$ cat config.mk
export PLATFORM = sky130hd
export DESIGN_NAME = maze_dfs_ctrl
export DESIGN_NICKNAME = d
export VERILOG_FILES = /design/src/rtl/maze_pkg.sv /design/src/rtl/maze_dfs_ctrl_stack.sv /design/src/rtl/maze_dfs_ctrl.sv
export SDC_FILE = /design/constraint.sdc
export NUM_CORES = 2
export LEC_CHECK = 0
export BUFFER_PORTS_ARGS = -buffer_cell sky130_fd_sc_hd__buf_2
export CAP_MARGIN = 20
export CORE_MARGIN = 2
export CORE_UTILIZATION = 36
export CTS_CLUSTER_DIAMETER = 40
export DETAILED_ROUTE_END_ITERATION = 7
export PLACE_DENSITY_LB_ADDON = 0.3
export SLEW_MARGIN = 15
export SYNTH_ARGS = -nofsm -noshare
export SYNTH_HDL_FRONTEND = slang
export SYNTH_HIERARCHICAL = 1
export SYNTH_SLANG_ARGS = --single-unit
$ cat constraint.sdc
create_clock -name clk -period 10.73 [get_ports clk]
set_input_delay 0 -clock clk [delete_from_list [all_inputs] [get_ports clk]]
set_output_delay 0 -clock clk [all_outputs]
set_load 0.01 [all_outputs]
$ cat src/rtl/maze_pkg.sv
// Shared encodings for the maze solver: move directions and controller states.
package maze_pkg;

    localparam int DIR_W = 2;

    typedef enum logic [DIR_W-1:0] {
        DIR_UP    = 2'd0,
        DIR_RIGHT = 2'd1,
        DIR_DOWN  = 2'd2,
        DIR_LEFT  = 2'd3
    } dir_t;

    typedef enum logic [3:0] {
        ST_IDLE,
        ST_INIT,
        ST_CHECK,
        ST_PROBE,
        ST_WAIT,
        ST_BACKTRACK,
        ST_DONE,
        ST_REPLAY,
        ST_FAIL
    } state_t;

    // Direction counter runs 0..4; the extra value means "all four tried".
    function automatic logic [DIR_W:0] nextDir(input logic [DIR_W:0] d);
        return d + 3'd1;
    endfunction

endpackage

$ cat src/rtl/maze_dfs_ctrl_stack.sv
// Path LIFO for the maze solver: push/pop/clear plus an indexed read for replay.
module path_stack #(
    parameter int W        = 6,
    parameter int RW       = 2,
    parameter int DEPTH    = 256,
    localparam int CW      = $clog2(DEPTH + 1),
    localparam int IW      = (DEPTH > 1) ? $clog2(DEPTH) : 1
) (
    input  logic          clk,
    input  logic          rst,
    input  logic          clear,
    input  logic          push,
    input  logic [W-1:0]  pushData,
    input  logic          pop,
    output logic [W-1:0]  topData,
    output logic          full,
    output logic          empty,
    output logic [CW-1:0] count,
    input  logic [IW-1:0] rdIdx,
    output logic [RW-1:0] rdData
);

    logic [W-1:0]  mem [DEPTH];
    logic [CW-1:0] countReg;
    logic [IW-1:0] topIdx;

    assign full    = (countReg == CW'(DEPTH));
    assign empty   = (countReg == '0);
    assign count   = countReg;
    assign topIdx  = IW'(countReg - CW'(1));
    assign topData = mem[topIdx];
    // Replay only needs the low field of each entry (the move direction).
    assign rdData  = mem[rdIdx][RW-1:0];

    always_ff @(posedge clk) begin
        if (push && !full) begin
            mem[countReg[IW-1:0]] <= pushData;
        end
    end

    always_ff @(posedge clk or posedge rst) begin
        if (rst) begin
            countReg <= '0;
        end else if (clear) begin
            countReg <= '0;
        end else if (push && !full) begin
            countReg <= countReg + CW'(1);
        end else if (pop && !empty) begin
            countReg <= countReg - CW'(1);
        end
    end

endmodule

$ cat src/rtl/maze_dfs_ctrl.sv
// Depth-first maze solver: walks an external 1-bit map from (0,0) to the far
// corner, keeps the path on a LIFO and can replay it as a direction stream.
module maze_dfs_ctrl
    import maze_pkg::*;
#(
    parameter int X_W   = 4,
    parameter int Y_W   = 4,
    parameter int DEPTH = 256,
    localparam int A_W  = X_W + Y_W,
    localparam int PL_W = $clog2(DEPTH + 1)
) (
    input  logic            clk,
    input  logic            rst,
    input  logic            start,
    input  logic            run,
    output logic [A_W-1:0]  map_addr,
    output logic            map_rd,
    input  logic            map_rdata,
    output logic            map_wr,
    output logic            map_wdata,
    output logic [A_W-1:0]  cur_loc,
    output logic            busy,
    output logic            done,
    output logic            fail,
    output logic            overflow,
    output logic [PL_W-1:0] path_len,
    output logic            move_valid,
    output logic [1:0]      move_dir,
    output logic            path_end
);

    localparam int IW = (DEPTH > 1) ? $clog2(DEPTH) : 1;

    // Entry width follows the grid parameters, so the struct lives here.
    typedef struct packed {
        logic [A_W-1:0] loc;
        dir_t           dir;
    } stackEntry_t;

    state_t          stateReg, stateNext;
    logic [A_W-1:0]  curLocReg, curLocNext;
    logic [DIR_W:0]  dirReg, dirNext;
    logic            overflowReg, overflowNext;
    logic [PL_W-1:0] replayIdxReg, replayIdxNext;

    logic [X_W-1:0]  xPos;
    logic [Y_W-1:0]  yPos;
    logic            inBounds;
    logic [A_W-1:0]  nbrAddr;

    logic            stackClear, stackPush, stackPop;
    logic            stackFull, stackEmpty;
    logic [PL_W-1:0] stackCount;
    stackEntry_t     pushEntry, topEntry;
    logic [1:0]      replayDir;

    assign xPos      = curLocReg[X_W-1:0];
    assign yPos      = curLocReg[A_W-1:X_W];
    assign pushEntry = '{loc: curLocReg, dir: dir_t'(dirReg[DIR_W-1:0])};

    // Bounds are judged on the unwrapped coordinate before forming the address.
    always_comb begin
        inBounds = 1'b0;
        nbrAddr  = curLocReg;
        case (dir_t'(dirReg[DIR_W-1:0]))
            DIR_UP: begin
                inBounds = (yPos != '0);
                nbrAddr  = {yPos - Y_W'(1), xPos};
            end
            DIR_RIGHT: begin
                inBounds = (xPos != '1);
                nbrAddr  = {yPos, xPos + X_W'(1)};
            end
            DIR_DOWN: begin
                inBounds = (yPos != '1);
                nbrAddr  = {yPos + Y_W'(1), xPos};
            end
            DIR_LEFT: begin
                inBounds = (xPos != '0);
                nbrAddr  = {yPos, xPos - X_W'(1)};
            end
            default: ;
        endcase
    end

    path_stack #(
        .W     ($bits(stackEntry_t)),
        .RW    (DIR_W),
        .DEPTH (DEPTH)
    ) u_stack (
        .clk      (clk),
        .rst      (rst),
        .clear    (stackClear),
        .push     (stackPush),
        .pushData (pushEntry),
        .pop      (stackPop),
        .topData  (topEntry),
        .full     (stackFull),
        .empty    (stackEmpty),
        .count    (stackCount),
        .rdIdx    (replayIdxReg[IW-1:0]),
        .rdData   (replayDir)
    );

    always_ff @(posedge clk or posedge rst) begin
        if (rst) begin
            stateReg <= ST_IDLE;
        end else begin
            stateReg <= stateNext;
        end
    end

    always_ff @(posedge clk or posedge rst) begin
        if (rst) begin
            curLocReg    <= '0;
            dirReg       <= '0;
            overflowReg  <= 1'b0;
            replayIdxReg <= '0;
        end else begin
            curLocReg    <= curLocNext;
            dirReg       <= dirNext;
            overflowReg  <= overflowNext;
            replayIdxReg <= replayIdxNext;
        end
    end

    always_comb begin
        stateNext     = stateReg;
        curLocNext    = curLocReg;
        dirNext       = dirReg;
        overflowNext  = overflowReg;
        replayIdxNext = replayIdxReg;
        case (stateReg)
            ST_IDLE, ST_FAIL: begin
                if (start) stateNext = ST_INIT;
            end
            ST_INIT: begin
                curLocNext   = '0;
                dirNext      = '0;
                overflowNext = 1'b0;
                stateNext    = ST_CHECK;
            end
            ST_CHECK: begin
                stateNext = (&curLocReg) ? ST_DONE : ST_PROBE;
            end
            ST_PROBE: begin
                if (dirReg[DIR_W]) begin
                    stateNext = ST_BACKTRACK;
                end else if (!inBounds) begin
                    dirNext = nextDir(dirReg);
                end else begin
                    stateNext = ST_WAIT;
                end
            end
            ST_WAIT: begin
                if (map_rdata) begin
                    dirNext   = nextDir(dirReg);
                    stateNext = ST_PROBE;
                end else if (stackFull) begin
                    overflowNext = 1'b1;
                    stateNext    = ST_FAIL;
                end else begin
                    curLocNext = nbrAddr;
                    dirNext    = '0;
                    stateNext  = ST_CHECK;
                end
            end
            ST_BACKTRACK: begin
                if (stackEmpty) begin
                    stateNext = ST_FAIL;
                end else begin
                    curLocNext = topEntry.loc;
                    dirNext    = nextDir({1'b0, topEntry.dir});
                    stateNext  = ST_PROBE;
                end
            end
            ST_DONE: begin
                if (run) begin
                    replayIdxNext = '0;
                    stateNext     = ST_REPLAY;
                end else if (start) begin
                    stateNext = ST_INIT;
                end
            end
            ST_REPLAY: begin
                if (replayIdxReg == stackCount) begin
                    stateNext = ST_DONE;
                end else begin
                    replayIdxNext = replayIdxReg + PL_W'(1);
                end
            end
            default: stateNext = ST_IDLE;
        endcase
    end

    always_comb begin
        map_addr   = nbrAddr;
        map_rd     = 1'b0;
        map_wr     = 1'b0;
        map_wdata  = 1'b1;
        stackClear = 1'b0;
        stackPush  = 1'b0;
        stackPop   = 1'b0;
        move_valid = 1'b0;
        path_end   = 1'b0;
        case (stateReg)
            ST_INIT: begin
                map_addr   = '0;
                map_wr     = 1'b1;
                stackClear = 1'b1;
            end
            ST_PROBE: map_rd = !dirReg[DIR_W] && inBounds;
            ST_WAIT: begin
                map_wr    = !map_rdata && !stackFull;
                stackPush = !map_rdata && !stackFull;
            end
            ST_BACKTRACK: stackPop = !stackEmpty;
            ST_REPLAY: begin
                move_valid = (replayIdxReg != stackCount);
                path_end   = (replayIdxReg == stackCount);
            end
            default: ;
        endcase
    end

    assign move_dir = replayDir;
    assign cur_loc  = curLocReg;
    assign path_len = stackCount;
    assign overflow = overflowReg;
    assign done     = (stateReg == ST_DONE);
    assign fail     = (stateReg == ST_FAIL);
    assign busy     = !(stateReg inside {ST_IDLE, ST_DONE, ST_FAIL});

endmodule

Yosys cells after proc, flatten, opt, wreduce, memory -nomap -nowiden:

Memory sizes are Yosys's and may differ from the RTL's.
Cells that the tools add are included.

* output and inout port bits: 36
* bits in writable memories: 2560
* bits in latches: 0
* register bits after elaboration: 34
* word-level logic and storage cells: 113
* bits in read-only memories: 0
* bits of input ports: 5
* memories: 1

Memories
* u_stack.mem: words 256, width 10, read ports 2, clocked after Yosys merged registers in 0, wr ports 1, line maze_dfs_ctrl_stack.sv:23 `logic [W-1:0] mem [DEPTH];`

* reductions and logical operators: 28
* equality and inequality tests: 27
* divide/modulo/power cells: 0
* bitwise operators: 0
* mux-type cells: 41
* order comparisons: 0
* shifts and indexed selects: 0
* multiply operators: 0
* add/sub/neg operators: 9

Operators with widths (number)
* two-way mux 9 bit: 5
* two-way mux 4 bit: 8
* two-way mux 8 bit: 4
* one-hot mux 4 bit (8 select lines): 1
* one-hot mux 8 bit (4 select lines): 1
* one-hot mux 8 bit (3 select lines): 1
* adder 9 x 1 -> 9 bit, second input constant: 2
* two-way mux 3 bit: 6
* one-hot mux 9 bit (2 select lines): 1
* == test 4 x 3 -> 1 bit, second input constant: 4
* != test 2 bit, second input constant: 8
* one-hot mux 3 bit (4 select lines): 1
* nonzero test 4 bit: 3
* two-way mux 1 bit: 10
* == test 9 bit: 1
* == test 9 bit, second input constant: 1
* zero test 9 bit: 1
* != test 9 bit: 1
* AND reduction 3 bit: 3
* nonzero test 3 bit: 3
* subtractor 9 x 1 -> 9 bit, second input constant: 1
* adder 4 x 1 -> 4 bit, second input constant: 2
* == test 4 x 2 -> 1 bit, second input constant: 2
* != test 4 bit, second input constant: 2
* 21 further kinds: 33

Longest topological paths before layout:

* word-level depth: 7
* depth in mapped cells: 22
* depth with buffers taken out: 13

Hierarchy:

Netlist, hierarchy kept.

By module, submodules not included
* path_stack: instances 1, area each 104207.4 µm², cells an instance 4834
* maze_dfs_ctrl: instances 1, area each 2252.2 µm², cells an instance 270

Least setup slack after synthesis:

No wires, ideal clock.

* kind: reg2reg
* start: register dirReg[0]
* end: register curLocReg[7], in the netlist cur_loc[7]
* stages on the path, launching flop included: 10
* arrival: 5.361 ns
* clock period less this slack: 5.455 ns
* path slack: 5.275 ns
* buffers on the path: 0
* cells stage by stage: dfrtp_1 inv_1 ha_1 inv_1 ha_1 nand3_1 a211oi_1 a31oi_1 xor2_1 o211ai_1

* cells in the longest elaborated chain, start to end: 5
* elaborated cells between the ends (all ways): 8
* those cells by class: 3 x eq/ne; 4 x mux; 1 x reduce/logical

RTL lines
* start, declared: line maze_dfs_ctrl.sv:42 `logic [DIR_W:0] dirReg, dirNext;`
* start signal, assigned: line maze_dfs_ctrl.sv:121 `dirReg <= dirNext;`
* == test 2 bit, or another cell as far along: line maze_dfs_ctrl.sv:65 `case (dir_t'(dirReg[DIR_W-1:0]))`
* one-hot mux 8 bit (4 select lines) *: line maze_dfs_ctrl.sv:65
* two-way mux 8 bit *: line maze_dfs_ctrl.sv:159 `end else if (stackFull) begin`
* two-way mux 8 bit *: line maze_dfs_ctrl.sv:156 `if (map_rdata) begin`
* one-hot mux 8 bit (3 select lines) *: line maze_dfs_ctrl.sv:133 `case (stateReg)`
* end signal, assigned: line maze_dfs_ctrl.sv:120 `curLocReg <= curLocNext;`
* end, declared: line maze_dfs_ctrl.sv:41 `logic [A_W-1:0] curLocReg, curLocNext;`

Mark *: on every way between the ends. The rest lies on a longest branch, timed or not. The select of a mux whose other input is x is not followed.
A chain may end at the register's enable or synchronous reset.

==> results.py <==
metrics = {
    "worst_setup_path": {
        "crit_top_cell": "buf_4",
        "crit_path_start_kind": "flop",
        "critPathKind": "flop to flop",
        "cp_slowest_cell": "buf_4",
        "rr_worst_depth": 13,
        "critical-path-max-stage-delay_ns": 0.83,
        "crit_family": "buffers and inverters",
        "critPathRequiredTime_ns": 11.48,
        "worstPathArrival_ns": 8.05,
        "critical_path_buf_inv_count": 4,
        "worstPathCellList": "buf_4 -> buf_4 -> buf_4 -> buf_4 -> mux4_2 -> mux2_2 -> o211ai_1 -> a31oi_1 -> or4_1 -> ha_1 -> a221oi_1 -> nor2_1 -> a22o_1",
        "r2r-start": "u_stack/count[0]$_DFFE_PP0P_",
        "cp_max_fo": 47,
        "r2r_end": "dirReg[1]$_DFFE_PP0P_",
        "rrSetupSlack_ns": 3.44,
        "cp-end-kind": "flop",
    },
    "power_and_ir_drop": {
        "powerDensity_nw_per_um2": 310,
        "max-vdd-ir-drop_uv": 354,
        "p_leak_nw": 40.0,
    },
    "finish": {
        "multiInputGateArea_um2": 27400,
        "drive_gt1_frac": 0.318,
        "fill_cells": 25159,
        "area_growth_pct": 17.7,
        "fin_nets": 5485,
        "sequential_cell_area_um2": 77800,
    },
    "logic_synthesis": {
        "synthCells": 5104,
        "synth_edf_count": 2560,
        "synth-seq-cells": 2594,
        "synth_ff_type": "edfxtp_1",
        "netlist_area_um2": 106000,
        "ys_seq_area_frac": 0.730,
        "synth_warnings": 6,
        "yosys.cell_types.count": 76,
        "syn-num-nets": 5125,
        "postSynthAreaPerCell_um2": 20.9,
        "synth_async_sr_flop_share": 0.0131,
    },
    "worst_hold_path": {
        "hold_path_depth": 5,
        "hp-start": "start",
        "min_to": "stateReg[3]$_DFFE_PP0P_",
        "hold_path_class": "input pin to flop",
    },
    "clock_tree": {
        "cts_resized": 0,
        "worstSkewPairLatency_ns": 0.89,
        "cts_buffers": 367,
        "cts_tree": "done",
        "cts.sinks": 2594,
        "cts_buffer_depth": 4,
        "htree_levels": 5,
        "cts_setup_buffers": 0,
        "root_buffer": "clkbuf_16",
        "path_clk_slew_ns": 0.06,
    },
    "route": {
        "met3_length_um": 20400,
        "drt_iter0_drc": 5678,
        "dr.max_layer_used": "met5",
        "wl_met2_um": 140000,
        "drt-total-wl_um": 288000,
        "wl_met1_um": 117000,
        "wire_per_inst_um": 29.7,
        "vias_per_cell": 5.61,
        "postRouteAntennaNets": 0,
        "vias": 54343,
        "drc": 0,
        "first_pass_iters": 6,
    },
    "sta": {
        "hold_viol": 0,
        "fin_setup_tns_ns": 0,
        "worst_pin_slew_ns": 1.28,
        "rsz0062_at_grt": "false",
        "clock_skew_ns": 0.0656,
        "max_freq_mhz": 137,
        "min_period_ns": 7.29,
        "min_period_over_period": 0.680,
        "final-setup-viol-count": 0,
        "fin_ws_ns": 3.44,
        "relSlewSlack": 0.145,
        "drv_slew": 0,
    },
    "global_routing": {
        "grt_pass1_vias": 55208,
        "grt_pass1_wl_um": 411000,
        "grt_max_degree": 192,
        "grt_overflow": 0,
        "grt.total_usage": 0.189,
        "grt_antenna_before_repair": 14,
    },
    "floorplanning": {
        "die_h_um": 548,
        "die_area_um2": 300000,
        "rows": 199,
        "coreArea_um2": 294000,
        "die_x_um": 548,
        "num_io_pins": 41,
        "initial_core_util": 0.362,
    },
    "placed_design": {
        "place_ws_ns": 3.31,
        "io_buffers": 39,
        "hpwl_um": 173000,
        "gp_congestion": 0.834,
    },
    "flow_run": {
        "cap_violations": 0,
    },
    "run_status": {
        "status": "finished clean",
    },
}
power by group:
| group | internal (mW) | switching, mW | total [mW] |
|---|---|---|---|
| Combinational | 5.37 | 8.67 | 14.0 |
| Clock | 7.57 | 4.67 | 12.2 |
| Sequential | 12.1 | 0.429 | 12.6 |
| Total | 25.1 | 13.8 | 38.8 |
per-stage QoR:
stage	instance area [µm²]	std cells	total power [mW]	util	hold slack [ns]
4_1_cts	125000	9647	39.2	0.425	0.0703
3_3_place_gp	112000	8931	26.8	0.380	0.129
2_1_floorplan	106000	5104	21.8	-	-0.172
3_5_place_dp	112000	8968	26.9	0.382	0.129
6_report	125000	9694	38.8	0.426	0.0980
5_1_grt	125000	9688	40.2	0.426	0.102
worst max path at each step:
stage | from | to | cells past startpoint
6_report | u_stack/count[0]$_DFFE_PP0P_ | dirReg[1]$_DFFE_PP0P_ | 13
5_1_grt | u_stack/count[0]$_DFFE_PP0P_ | dirReg[1]$_DFFE_PP0P_ | 13
4_1_cts | u_stack/count[0]$_DFFE_PP0P_ | dirReg[1]$_DFFE_PP0P_ | 13
3_5_place_dp | u_stack/count[0]$_DFFE_PP0P_ | dirReg[1]$_DFFE_PP0P_ | 13
3_3_place_gp | u_stack/count[0]$_DFFE_PP0P_ | dirReg[1]$_DFFE_PP0P_ | 13
2_1_floorplan | dirReg[0]$_DFFE_PP0P_ | cur_loc[7]$_DFFE_PP0P_ | 9
worst register-to-register path: stages (launching register included):
cell      delay [ns]
dfrtp_4         0.77
buf_4           0.83
buf_4           0.92
buf_4           0.87
buf_4           0.81
mux4_2          0.61
mux2_2          0.28
o211ai_1        0.35
a31oi_1         0.28
or4_1           0.48
ha_1            0.31
a221oi_1        0.33
nor2_1          0.10
a22o_1          0.23
routing by layer:
layer	vias up	GRT usage
met5	-	0
met4	6	0.0656
met3	468	0.0341
met2	2154	0.310
met1	29425	0.255
li1	22290	-
cells by family (layout without fill, tap and decap cells):
kind of cell / after synthesis / in the layout / share of synthesized area
buffers and inverters: 335 / 999 / 0.0136
other: 1 / 8 / 0.0000352
AND/OR/NAND/NOR: 609 / 609 / 0.0258
adder cells (fa/ha/maj): 16 / 16 / 0.00202
flip-flops: 2594 / 2594 / 0.730
XOR/XNOR: 29 / 29 / 0.00246
multiplexers: 1212 / 1212 / 0.205
AO/OA/AOI/OAI: 308 / 308 / 0.0206
flip-flops by register name, indices dropped and copies added, names as in the netlist:
signal,count
stateReg,4
replayIdxReg,9
u_stack/count,9
dirReg,3
cur_loc,8
overflow,1
u_stack/mem,2560
placed cells by master, fill, tap and decap left out, types with 12 or more instances in the layout:
master      netlist  final
buf_12            0     12
clkbuf_16         0    372
a211oi_1         12     12
o211ai_1         91     91
nor2b_1          20     18
mux4_2          770    770
clkinv_1          0     33
inv_1            14     14
clkbuf_1        167     22
nand2_1         148    148
edfxtp_1       2560   2560
or4_1            15     15
dfrtp_1          34     18
xor2_1           18     17
mux2_2           82     82
buf_2            99     39
nand3_1          39     39
a31oi_1          49     49
inv_8             0     17
a22oi_1          53     53
clkinv_4          0     32
clkinvlp_4        0     43
a22o_1           13     13
a21oi_1          34     32
dfrtp_4           0     14
nor3_1           14     12
bufinv_16         0     46
ha_1             14     13
mux2i_1         360    360
nor2_1          301    286
buf_4            10    241
nor2_2            1     16
inv_6             0     49
clkinv_2          0     47
area by class of cell:
type | instances | area share
inverters | 14 | 0.000420
well taps | 3919 | 0.0391
repair buffers | 312 | 0.0201
flip-flops and latches | 2594 | 0.621
diodes | 7 | 0.000140
clock buffers | 394 | 0.0750
clock inverters | 279 | 0.0255
multi-input cells | 2175 | 0.219
cells in the mapped netlist (3+ instances only):
cell,instances,area (µm²)
nor2_1,301,1130
or2_2,5,31.3
nand2_1,148,556
o21ai_1,3,15.0
nand2b_1,10,62.6
and2_1,6,37.5
xnor2_1,10,87.6
o211ai_1,91,683
nand4_1,11,68.8
or4b_1,3,30.0
edfxtp_1,2560,76900
nor2b_1,20,125
or4_1,15,113
nor3_1,14,70.1
ha_1,14,175
nor4_1,4,25.0
mux4_2,770,17300
buf_6,3,33.8
nand3_1,39,195
mux2i_1,360,3600
buf_4,10,75.1
clkbuf_1,167,627
mux2_2,82,923
buf_1,40,150
nand3b_1,3,22.5
and3_1,6,37.5
nor3_2,3,30.0
a2bb2oi_1,5,43.8
dfrtp_1,34,851
o31ai_1,4,30.0
o21ai_0,11,55.1
xor2_1,18,158
inv_1,14,52.6
buf_2,99,495
a211oi_1,12,90.1
a22oi_1,53,398
nor4b_1,3,26.3
a21oi_1,34,170
a22o_1,13,114
a31oi_1,49,307
or3_1,3,18.8
o2bb2ai_1,4,35.0
what timing repair did:
action,4_1_cts,5_1_grt
setup endpoints to repair,0,0
hold buffers,6,0
endpoints found under the hold margin,59,0
No activity file was read; power rests on OpenSTA's default activity.
